`src/rtl/mem_arbiter_pkg.sv`:
```
// mem_arbiter_pkg
//   Shared types and default widths for the cache-to-memory block arbiter.
//   - state_e  : arbiter FSM encoding (IDLE / XFER / DONE)
//   - owner_e  : which cache holds the grant (OWN_I / OWN_D)
//   - pick_owner: round-robin grant selection between the two caches
package mem_arbiter_pkg;

  localparam int BLK_ADDR_W_DEF = 28;  // block address = byte address [31:4]
  localparam int WORDS_DEF      = 4;   // words per block, power of two
  localparam int WORD_W_DEF     = 32;  // main-memory word width

  typedef enum logic [1:0] {
    ST_IDLE = 2'd0,
    ST_XFER = 2'd1,
    ST_DONE = 2'd2
  } state_e;

  typedef enum logic {
    OWN_I = 1'b0,
    OWN_D = 1'b1
  } owner_e;

  // On a tie the port that did not finish the previous block wins. Because
  // last_owner resets to OWN_I, the D-cache wins the first tie after reset.
  function automatic owner_e pick_owner(input logic   pend_i,
                                        input logic   pend_d,
                                        input owner_e last_owner);
    owner_e gnt;
    if (pend_i && pend_d) begin
      gnt = (last_owner == OWN_I) ? OWN_D : OWN_I;
    end else if (pend_d) begin
      gnt = OWN_D;
    end else begin
      gnt = OWN_I;
    end
    return gnt;
  endfunction

endpackage

```
`src/rtl/mem_beat_seq.sv`:
```
// mem_beat_seq
//   Serialises one block transfer into WORDS word-wide memory beats.
//   Holds the beat counter, latched block address and op, the write buffer
//   (block to be written) and the read buffer (words returned by memory).
//
// Ports
//   clk_i, rst_ni      clock, synchronous active-low reset
//   start_i            load a new transaction (addr/op/wdata), beat := 0
//   op_wr_i            1 = block write, 0 = block read (sampled on start_i)
//   blk_addr_i         block address (sampled on start_i)
//   wdata_i            write block, word k at [32k+31:32k] (sampled on start_i)
//   active_i           arbiter is in XFER; enables the memory strobes
//   mem_readdata_i     read data for the current beat
//   mem_busywait_i     memory stall; holds the current beat
//   mem_read_o         word read strobe
//   mem_write_o        word write strobe
//   mem_address_o      word address {blk_addr, beat}
//   mem_writedata_o    write-buffer word for the current beat
//   op_wr_o            latched op of the current transaction
//   last_done_o        final beat of the block completes this cycle
//   rblk_nxt_o         read buffer as it will be after this edge
module mem_beat_seq
  import mem_arbiter_pkg::*;
#(
  parameter  int BLK_ADDR_W = BLK_ADDR_W_DEF,
  parameter  int WORDS      = WORDS_DEF,
  parameter  int WORD_W     = WORD_W_DEF,
  localparam int BEAT_W     = $clog2(WORDS)
) (
  input  logic                         clk_i,
  input  logic                         rst_ni,
  input  logic                         start_i,
  input  logic                         op_wr_i,
  input  logic [BLK_ADDR_W-1:0]        blk_addr_i,
  input  logic [WORDS*WORD_W-1:0]      wdata_i,
  input  logic                         active_i,
  input  logic [WORD_W-1:0]            mem_readdata_i,
  input  logic                         mem_busywait_i,
  output logic                         mem_read_o,
  output logic                         mem_write_o,
  output logic [BLK_ADDR_W+BEAT_W-1:0] mem_address_o,
  output logic [WORD_W-1:0]            mem_writedata_o,
  output logic                         op_wr_o,
  output logic                         last_done_o,
  output logic [WORDS*WORD_W-1:0]      rblk_nxt_o
);

  localparam logic [BEAT_W-1:0] LAST_BEAT = BEAT_W'(WORDS - 1);
  localparam logic [BEAT_W-1:0] BEAT_ONE  = BEAT_W'(1);

  logic [BEAT_W-1:0]                beat_q, beat_d;
  logic [BLK_ADDR_W-1:0]            blk_addr_q, blk_addr_d;
  logic                             op_wr_q, op_wr_d;
  logic [WORDS-1:0][WORD_W-1:0]     wbuf_q, wbuf_d;
  logic [WORDS-1:0][WORD_W-1:0]     rbuf_q, rbuf_d;
  logic                             beat_done;

  assign mem_read_o      = active_i & ~op_wr_q;
  assign mem_write_o     = active_i &  op_wr_q;
  assign mem_address_o   = {blk_addr_q, beat_q};
  assign mem_writedata_o = wbuf_q[beat_q];
  assign op_wr_o         = op_wr_q;

  // A stalled beat leaves beat_q, and therefore address and data, untouched.
  assign beat_done   = (mem_read_o | mem_write_o) & ~mem_busywait_i;
  assign last_done_o = beat_done & (beat_q == LAST_BEAT);
  assign rblk_nxt_o  = rbuf_d;

  always_comb begin
    beat_d     = beat_q;
    blk_addr_d = blk_addr_q;
    op_wr_d    = op_wr_q;
    wbuf_d     = wbuf_q;
    rbuf_d     = rbuf_q;
    if (start_i) begin
      beat_d     = '0;
      blk_addr_d = blk_addr_i;
      op_wr_d    = op_wr_i;
      wbuf_d     = wdata_i;
    end else if (beat_done) begin
      if (!op_wr_q) begin
        rbuf_d[beat_q] = mem_readdata_i;
      end
      // Modulo-WORDS count; the block address is never carried into.
      beat_d = beat_q + BEAT_ONE;
    end
  end

  always_ff @(posedge clk_i) begin
    if (!rst_ni) begin
      beat_q     <= '0;
      blk_addr_q <= '0;
      op_wr_q    <= 1'b0;
      wbuf_q     <= '0;
      rbuf_q     <= '0;
    end else begin
      beat_q     <= beat_d;
      blk_addr_q <= blk_addr_d;
      op_wr_q    <= op_wr_d;
      wbuf_q     <= wbuf_d;
      rbuf_q     <= rbuf_d;
    end
  end

endmodule

```
`src/rtl/mem_arbiter.sv`:
```
// mem_arbiter
//   Arbitrates block refills (I-cache, read only) and block refills or
//   writebacks (D-cache) onto a single word-wide main-memory port. One cache
//   is served at a time; ties go round-robin. Each block moves as WORDS beats
//   through mem_beat_seq; the returned block is then presented to its cache
//   for one DONE cycle while that cache's busywait drops.
//
// Ports
//   CLK, RESET                 clock, synchronous active-low reset
//   I_READ, I_ADDRESS          I-cache block read request and address
//   I_READDATA, I_BUSYWAIT     block returned to I-cache, I-side stall
//   D_READ, D_WRITE            D-cache block read / writeback request
//   D_ADDRESS, D_WRITEDATA     D-cache block address and writeback block
//   D_READDATA, D_BUSYWAIT     block returned to D-cache, D-side stall
//   MEM_READ, MEM_WRITE        word strobes to main memory
//   MEM_ADDRESS                word address {blk_addr, beat}
//   MEM_WRITEDATA              beat write data
//   MEM_READDATA, MEM_BUSYWAIT beat read data, memory stall
//
// state | meaning
// ------+-------------------------------------------------------------
// IDLE  | no transfer; grant a pending cache and latch its request
// XFER  | issue beats to memory until the last beat completes
// DONE  | one cycle: owner's busywait low, owner's READDATA valid
module mem_arbiter
  import mem_arbiter_pkg::*;
#(
  parameter  int BLK_ADDR_W = BLK_ADDR_W_DEF,
  parameter  int WORDS      = WORDS_DEF,
  parameter  int WORD_W     = WORD_W_DEF,
  localparam int BEAT_W     = $clog2(WORDS)
) (
  input  logic                         CLK,
  input  logic                         RESET,
  input  logic                         I_READ,
  input  logic [BLK_ADDR_W-1:0]        I_ADDRESS,
  output logic [WORDS*WORD_W-1:0]      I_READDATA,
  output logic                         I_BUSYWAIT,
  input  logic                         D_READ,
  input  logic                         D_WRITE,
  input  logic [BLK_ADDR_W-1:0]        D_ADDRESS,
  input  logic [WORDS*WORD_W-1:0]      D_WRITEDATA,
  output logic [WORDS*WORD_W-1:0]      D_READDATA,
  output logic                         D_BUSYWAIT,
  output logic                         MEM_READ,
  output logic                         MEM_WRITE,
  output logic [BLK_ADDR_W+BEAT_W-1:0] MEM_ADDRESS,
  output logic [WORD_W-1:0]            MEM_WRITEDATA,
  input  logic [WORD_W-1:0]            MEM_READDATA,
  input  logic                         MEM_BUSYWAIT
);

  state_e                    state_q, state_d;
  owner_e                    owner_q, owner_d;
  owner_e                    last_owner_q, last_owner_d;
  logic [WORDS*WORD_W-1:0]   i_rdata_q, i_rdata_d;
  logic [WORDS*WORD_W-1:0]   d_rdata_q, d_rdata_d;

  logic                      pend_i, pend_d;
  owner_e                    gnt_owner;
  logic                      start;
  logic                      start_wr;
  logic [BLK_ADDR_W-1:0]     start_addr;
  logic                      xfer_active;
  logic                      seq_op_wr;
  logic                      seq_last_done;
  logic [WORDS*WORD_W-1:0]   seq_rblk_nxt;

  assign pend_i = I_READ;
  assign pend_d = D_READ | D_WRITE;

  // Grant decision is only acted on in IDLE. A D request with both READ and
  // WRITE high is served as a writeback.
  assign gnt_owner  = pick_owner(pend_i, pend_d, last_owner_q);
  assign start      = (state_q == ST_IDLE) & (pend_i | pend_d);
  assign start_wr   = (gnt_owner == OWN_D) & D_WRITE;
  assign start_addr = (gnt_owner == OWN_D) ? D_ADDRESS : I_ADDRESS;

  mem_beat_seq #(
    .BLK_ADDR_W (BLK_ADDR_W),
    .WORDS      (WORDS),
    .WORD_W     (WORD_W)
  ) u_beat_seq (
    .clk_i           (CLK),
    .rst_ni          (RESET),
    .start_i         (start),
    .op_wr_i         (start_wr),
    .blk_addr_i      (start_addr),
    .wdata_i         (D_WRITEDATA),
    .active_i        (xfer_active),
    .mem_readdata_i  (MEM_READDATA),
    .mem_busywait_i  (MEM_BUSYWAIT),
    .mem_read_o      (MEM_READ),
    .mem_write_o     (MEM_WRITE),
    .mem_address_o   (MEM_ADDRESS),
    .mem_writedata_o (MEM_WRITEDATA),
    .op_wr_o         (seq_op_wr),
    .last_done_o     (seq_last_done),
    .rblk_nxt_o      (seq_rblk_nxt)
  );

  always_ff @(posedge CLK) begin
    if (!RESET) begin
      state_q      <= ST_IDLE;
      owner_q      <= OWN_I;
      last_owner_q <= OWN_I;
      i_rdata_q    <= '0;
      d_rdata_q    <= '0;
    end else begin
      state_q      <= state_d;
      owner_q      <= owner_d;
      last_owner_q <= last_owner_d;
      i_rdata_q    <= i_rdata_d;
      d_rdata_q    <= d_rdata_d;
    end
  end

  always_comb begin
    state_d      = state_q;
    owner_d      = owner_q;
    last_owner_d = last_owner_q;
    i_rdata_d    = i_rdata_q;
    d_rdata_d    = d_rdata_q;
    case (state_q)
      ST_IDLE: begin
        if (pend_i || pend_d) begin
          state_d = ST_XFER;
          owner_d = gnt_owner;
        end
      end
      ST_XFER: begin
        if (seq_last_done) begin
          state_d      = ST_DONE;
          last_owner_d = owner_q;
          // Load the owner's return register on the edge into DONE so the
          // whole block, including the final beat, is valid during DONE.
          if (!seq_op_wr) begin
            if (owner_q == OWN_I) begin
              i_rdata_d = seq_rblk_nxt;
            end else begin
              d_rdata_d = seq_rblk_nxt;
            end
          end
        end
      end
      ST_DONE: begin
        state_d = ST_IDLE;
      end
      default: begin
        state_d = ST_IDLE;
      end
    endcase
  end

  always_comb begin
    xfer_active = (state_q == ST_XFER);
    I_BUSYWAIT  = pend_i & ~((state_q == ST_DONE) & (owner_q == OWN_I));
    D_BUSYWAIT  = pend_d & ~((state_q == ST_DONE) & (owner_q == OWN_D));
    I_READDATA  = i_rdata_q;
    D_READDATA  = d_rdata_q;
  end

endmodule

```
`config.mk`:
```
export PLATFORM = sky130hd
export DESIGN_NAME = mem_arbiter
export DESIGN_NICKNAME = d
export VERILOG_FILES = /design/src/rtl/mem_arbiter_pkg.sv /design/src/rtl/mem_beat_seq.sv /design/src/rtl/mem_arbiter.sv
export SDC_FILE = /design/constraint.sdc
export NUM_CORES = 1
export LEC_CHECK = 0
export ABC_AREA = 1
export CAP_MARGIN = 20
export CELL_PAD_IN_SITES_DETAIL_PLACEMENT = 1
export CELL_PAD_IN_SITES_GLOBAL_PLACEMENT = 2
export CORE_ASPECT_RATIO = 0.6
export CORE_MARGIN = 2
export CORE_UTILIZATION = 27
export CTS_CLUSTER_DIAMETER = 50
export DETAILED_ROUTE_END_ITERATION = 10
export PLACE_DENSITY = 0.78
export SKIP_CTS_REPAIR_TIMING = 1
export SYNTH_ARGS = -nofsm -noshare
export SYNTH_HDL_FRONTEND = slang
export SYNTH_HIERARCHICAL = 1
export SYNTH_SLANG_ARGS = --single-unit
```
`constraint.sdc`:
```
create_clock -name CLK -period 2.8 [get_ports CLK]
set_input_delay 0.56 -clock CLK [delete_from_list [all_inputs] [get_ports CLK]]
set_output_delay 0.56 -clock CLK [all_outputs]
set_load 0.005 [all_outputs]
```
## Yosys cells after proc, flatten, opt, wreduce, memory -nomap -nowiden

Cells that the tools add are included.

| storage, ports and cells | value |
|---|---|
| register bits after elaboration | 547 |
| input port bits | 222 |
| output and inout port bits | 322 |
| word-level logic and storage cells | 68 |

| cells by class | value |
|---|---|
| add/sub/neg operators | 1 |
| order comparisons | 2 |
| eq/ne operators | 5 |
| mux-type cells | 15 |
| bitwise operators | 19 |
| reductions and logical operators | 10 |

Operators with widths:

| kind | count |
|---|---|
| $mux 128 | 3 |
| $bwmux 128 | 1 |
| $bmux 32 s2 | 1 |
| $demux 32 s2 | 1 |
| $mux 32 | 2 |
| $mux 28 | 1 |
| $and 1x1->1 | 10 |
| $reduce_and 4->1 | 2 |
| $not 1->1 | 6 |
| $reduce_and 2->1 | 3 |
| $eq 2x2->1 const B | 2 |
| $mux 2 | 2 |
| $pmux 2 s2 | 1 |
| $lt 2x3->1 const B | 1 |
| $mux 1 | 3 |
| $or 1x1->1 | 3 |
| $add 2x1->2 const B | 1 |
| $eq 2x1->1 const B | 1 |
| $ge 2x1->1 const B | 1 |
| $logic_and 1x1->1 | 2 |
| $logic_not 2->1 | 1 |
| $ne 2x1->1 const B | 1 |
| $ne 2x2->1 const B | 1 |
| $reduce_or 2->1 | 1 |
| $logic_or 1x1->1 | 1 |

## Longest topological paths before layout

| depth | value |
|---|---|
| depth in word-level cells | 8 |
| depth in mapped cells | 15 |
| depth with buffers taken out | 13 |

## Hierarchy

The synthesis kept the hierarchy.

Modules (own cells, without submodules):

| module | times used | cells an instance | area an instance (sq um) | sequential area each (sq um) |
|---|---|---|---|---|
| mem_beat_seq | 1 | 1886 | 12617.1 | 5745.5 |
| mem_arbiter | 1 | 1645 | 10724.0 | 5205.0 |

## Worst setup path after synthesis

OpenSTA, ideal clock, no wires.

| path | value |
|---|---|
| path kind | register to register |
| start | register u_beat_seq.beat_q[1] |
| end | register d_rdata_q[100] (netlist: D_READDATA[100]) |
| setup time | 113 ps |
| arrival time | 2124 ps |
| required time | 2687 ps |
| path slack | 563 ps |
| cell stages (with the launch flop) | 13 |
| path buffers | 4 |
| clock period less this slack | 2237 ps |
| cells stage by stage | dfxtp_1 ha_1 clkbuf_1 clkbuf_1 inv_1 nor2_1 nand3_1 nor2_2 buf_2 buf_2 nand2_1 nand2_1 nor2_1 |

| between the ends | value |
|---|---|
| elaborated cells on any way between the ends | 12 |
| those cells by class | order compare: 2; eq/ne: 1; mux: 6; bitwise: 1; reduce/logical: 2 |

RTL lines:

| what | line | RTL |
|---|---|---|
| start: declaration | mem_beat_seq.sv:51 | `logic [BEAT_W-1:0] beat_q, beat_d;` |
| start signal: assignment | mem_beat_seq.sv:97 | `beat_q <= beat_d;` |
| $eq 2x2->1 | mem_beat_seq.sv:66 | `assign last_done_o = beat_done & (beat_q == LAST_BEAT);` |
| $and 1x1->1 | mem_beat_seq.sv:66 |  |
| net seq_last_done | mem_arbiter.sv:66 | `logic seq_last_done;` |
| $reduce_and 4->1 (no source line) | - |  |
| end signal: assignment | mem_arbiter.sv:114 | `d_rdata_q <= d_rdata_d;` |
| end: declaration | mem_arbiter.sv:57 | `logic [WORDS*WORD_W-1:0] d_rdata_q, d_rdata_d;` |

The timed path passes the listed nets, and every way through them passes these cells.
A chain may end at the register's enable or synchronous reset.

## Worst setup path after layout

| path | value |
|---|---|
| start | register u_beat_seq.beat_q[0] |
| end | output port MEM_WRITEDATA[6] |

| between the ends | value |
|---|---|
| word-level cells in the longest chain between the ends | 2 |

Ends and longest elaborated chain:

| what | line | RTL |
|---|---|---|
| $bmux 32 s2 | mem_beat_seq.sv:61 | `assign mem_writedata_o = wbuf_q[beat_q];` |
| $mux 32 (implied by the code) | mem_beat_seq.sv:61 |  |
| end: declaration | mem_arbiter.sv:48 | `output logic [WORD_W-1:0] MEM_WRITEDATA,` |

No other way between the ends. The select of a mux whose other input is x is not followed.

==> flow_summary.yaml <==
route:
  drc_errors: 0
  dr.pass1.iters: 5
  final_antenna_net_count: 0
  drtIter0Drc: 1319
  routedWlPerCell_um: 19.1
  avgViaCountPerCell: 4.47
  wirelength_mm: 99.4
  vias: 23280
timing:
  setup_viol: 1
  rsz0062_at_grt: "true"
  relSlewSlack_pct: 48.2
  finalMaxSlewViolations: 0
  hold_ws_ps: 343
  fin_crit_sh_pct: 100
  timing_hold_violations_final: 0
  fmax_ghz: 0.355
  fin_worst_skew_ps: 37.5
  tightest_slew_ps: 777
  min_period_ps: 2810
  setup_ws_ps: -13.1
global_route:
  antenna_found_initial: 10
  grt_max_degree: 132
  grt_busiest_layer: "met2"
  use_met2_pct: 32.6
  gr-total-overflow: 0
  grt_pass1_wl_mm: 146
  met1_usage_pct: 30.5
  grt_use_met3_pct: 4.92
  track_usage_pct: 21.5
  grt_pass1_vias: 22890
final_layout:
  areaGrowthSynthToFinish_pct: 40.7
  finalNonFillerCells: 5203
  num-fill-cells: 10711
  layout-drive-gt1-share_pct: 5.92
  nets: 4229
  utilization_pct: 38.4
logic_synthesis:
  yosys.area.top_type_share_pct: 46.9
  syn_avg_cell_area_um2: 6.61
  syn_nets: 3757
  synth.distinct_cells: 22
  yosysSeqAreaShare_pct: 46.9
  yosys-top-cells-area: "dfxtp_1 47%, nor2_1 16%, nand2_1 11%"
  synthCells: 3531
  yosysTopAreaCell: "dfxtp_1"
  mappedNetlistArea_um2: 23300
  ys_ff_latch: 547
  ys_warn_count: 6
power_and_ir_drop:
  power_density_nw_per_um2: 580
  p_leak_nw: 14.6
  ir_worst_vdd_uv: 475
critical_path:
  crit_fanout: 20
  crit_arrival_ps: 2250
  cp-start-kind: "register"
  cp_top_family: "buffers and inverters"
  regToRegStartpoint: "u_beat_seq/beat_q[1]$_SDFFE_PP0P_"
  r2r_cells: 11
  cp-end-kind: "primary output"
  cpMaxStageDelayCell: "clkdlybuf4s50_1"
  path_cells: "buf_6 -> o21ai_1 -> o22ai_1 -> clkdlybuf4s50_1"
  cp_slowest_stage_delay_ps: 550
  crit_type: "register to primary output"
  cp.required_ps: 2240
  r2r_end: "D_READDATA[18]$_SDFFE_PN0P_"
  critPathBufInv: 2
  r2r_setup_slack_ps: 450
  worst-path-stages: 4
floorplan:
  die_x_um: 384
  initial_utilization_pct: 27.3
  die_area_um2: 88900
  rows: 83
  fp.coreArea_um2: 85600
  die_h_um: 232
  ioPinCount: 544
clocking:
  clk_latency_ps: 660
  clock_path_buffers: 3
  clk_pin_slew_ps: 70
  cts_max_level: 2
  cts_inserted_buffers: 61
  cts_tree: "done"
  cts_num_sinks: 547
  cts_root_buf: "clkbuf_16"
place:
  dp.final_hpwl_mm: 69.1
  portBuffers: 543
  placed_cells: 5082
  globalplace.congestion: 0.824
status:
  failed_checks: "setup timing"
  status: "complete, but fails checks"
worst_hold_path:
  hold_class: "input port to register"
  min_from: "RESET"
  min_path_cells: 3
  hold-path-endpoint: "u_beat_seq/wbuf_q[123]$_SDFFE_PN0P_"
job:
  drv_cap: 0
-- final cells by class --
type                       count  area, µm²  area share [%]
antenna                        3       7.51          0.0229
clock buffer                  89       1820            5.55
clock inverter                24        329            1.00
inverter                     437       1650            5.02
multi-input combinational   2298       9630            29.3
sequential                   547      11000            33.4
tap                         1147       1440            4.37
timing repair buffer         658       7000            21.3
-- routing by layer --
layer,share of wire [%],routed length [µm],vias to the layer above
met5,0,0,-
met4,2.3,2330,0
met3,5.2,5200,119
met2,43,42600,376
met1,50,49300,11089
li1,-,-,11696
-- cells in the mapped netlist --
master	count
nor2_4	1
inv_1	434
buf_1	10
or2_2	1
nand4_1	128
o22ai_1	32
nand2_1	710
dfxtp_1	547
clkbuf_1	108
buf_4	18
clkinv_1	1
a21oi_1	4
ha_1	4
nor2_1	1026
a211oi_1	1
nor2_2	2
o21ai_0	223
nor2_8	1
inv_2	2
nand3_2	4
buf_2	113
nand3_1	161
-- stage by stage --
| step | power, W | cell area (µm²) | TNS (ps) | setup slack [ps] |
|---|---|---|---|---|
| final | 0.0190 | 32800 | -13.1 | -13.1 |
| after global routing | 0.0199 | 32800 | -525 | -102 |
| after CTS | 0.0193 | 32600 | -2860 | -181 |
| after detailed placement | 0.0105 | 30500 | 0 | 23.8 |
| after global placement | 0.0104 | 30500 | 0 | 19.1 |
| after floorplan | 0.00932 | 23300 | 0 | 563 |
-- sequential cells by signal (all words and copies together), names as in the netlist --
signal	flops
u_beat_seq/wbuf_q	128
D_READDATA	128
u_beat_seq/op_wr_o	1
u_beat_seq/rbuf_q	128
u_beat_seq/blk_addr_q	28
I_READDATA	128
u_beat_seq/beat_q	2
owner_q	1
state_q	2
last_owner_q	1
-- worst register-to-register path, delay by kind of cell, from the launching register on --
kind          cells  cell delay, ps
buf+inv           4             790
fa+ha+maj         1             210
simple gates      6             860
flops             1             400
-- logic make-up (layout without fill, tap and decap cells) --
logic type	Yosys count	after routing	share of synthesized area, %
fa+ha+maj	4	4	0.214
simple gates	2034	2034	35.2
flops	547	547	46.9
other cells	0	3	0
buf+inv	686	1208	11.9
compound gates	260	260	5.76
-- layout by cell type (no fill, tap or decap), types with 4 or more instances in the layout --
| master | Yosys | layout |
|---|---|---|
| dlymetal6s2s_1 | 0 | 19 |
| nor2_4 | 1 | 5 |
| inv_1 | 434 | 429 |
| clkinv_2 | 0 | 10 |
| dfxtp_1 | 547 | 546 |
| o21ai_0 | 223 | 222 |
| nand3_2 | 4 | 4 |
| nand2_1 | 710 | 710 |
| nand3_1 | 161 | 161 |
| inv_2 | 2 | 4 |
| bufinv_16 | 0 | 7 |
| clkdlybuf4s50_1 | 0 | 523 |
| buf_4 | 18 | 64 |
| clkbuf_8 | 0 | 17 |
| buf_12 | 0 | 43 |
| clkbuf_1 | 108 | 10 |
| nand4_1 | 128 | 128 |
| o22ai_1 | 32 | 32 |
| a21oi_1 | 4 | 4 |
| clkbuf_16 | 0 | 66 |
| nor2_1 | 1026 | 1024 |
-- worst max-delay path by stage --
stage,to,start
after global routing,MEM_WRITEDATA[6],u_beat_seq/beat_q[0]$_SDFFE_PP0P_
final,MEM_WRITEDATA[6],u_beat_seq/beat_q[0]$_SDFFE_PP0P_
after CTS,MEM_WRITEDATA[6],u_beat_seq/beat_q[0]$_SDFFE_PP0P_
after detailed placement,I_READDATA[17]$_SDFFE_PN0P_,I_READ
after global placement,I_READDATA[17]$_SDFFE_PN0P_,I_READ
after floorplan,D_READDATA[100]$_SDFFE_PN0P_,u_beat_seq/beat_q[1]$_SDFFE_PP0P_
-- where the power goes --
group	leakage, nW	internal [W]	switching, W	total, W
combinational	9.14	0.000911	0.00124	0.00215
clock	1.06	0.00515	0.00359	0.00873
sequential	4.45	0.00804	0.000123	0.00816
Power figures use the tool's default switching activity.
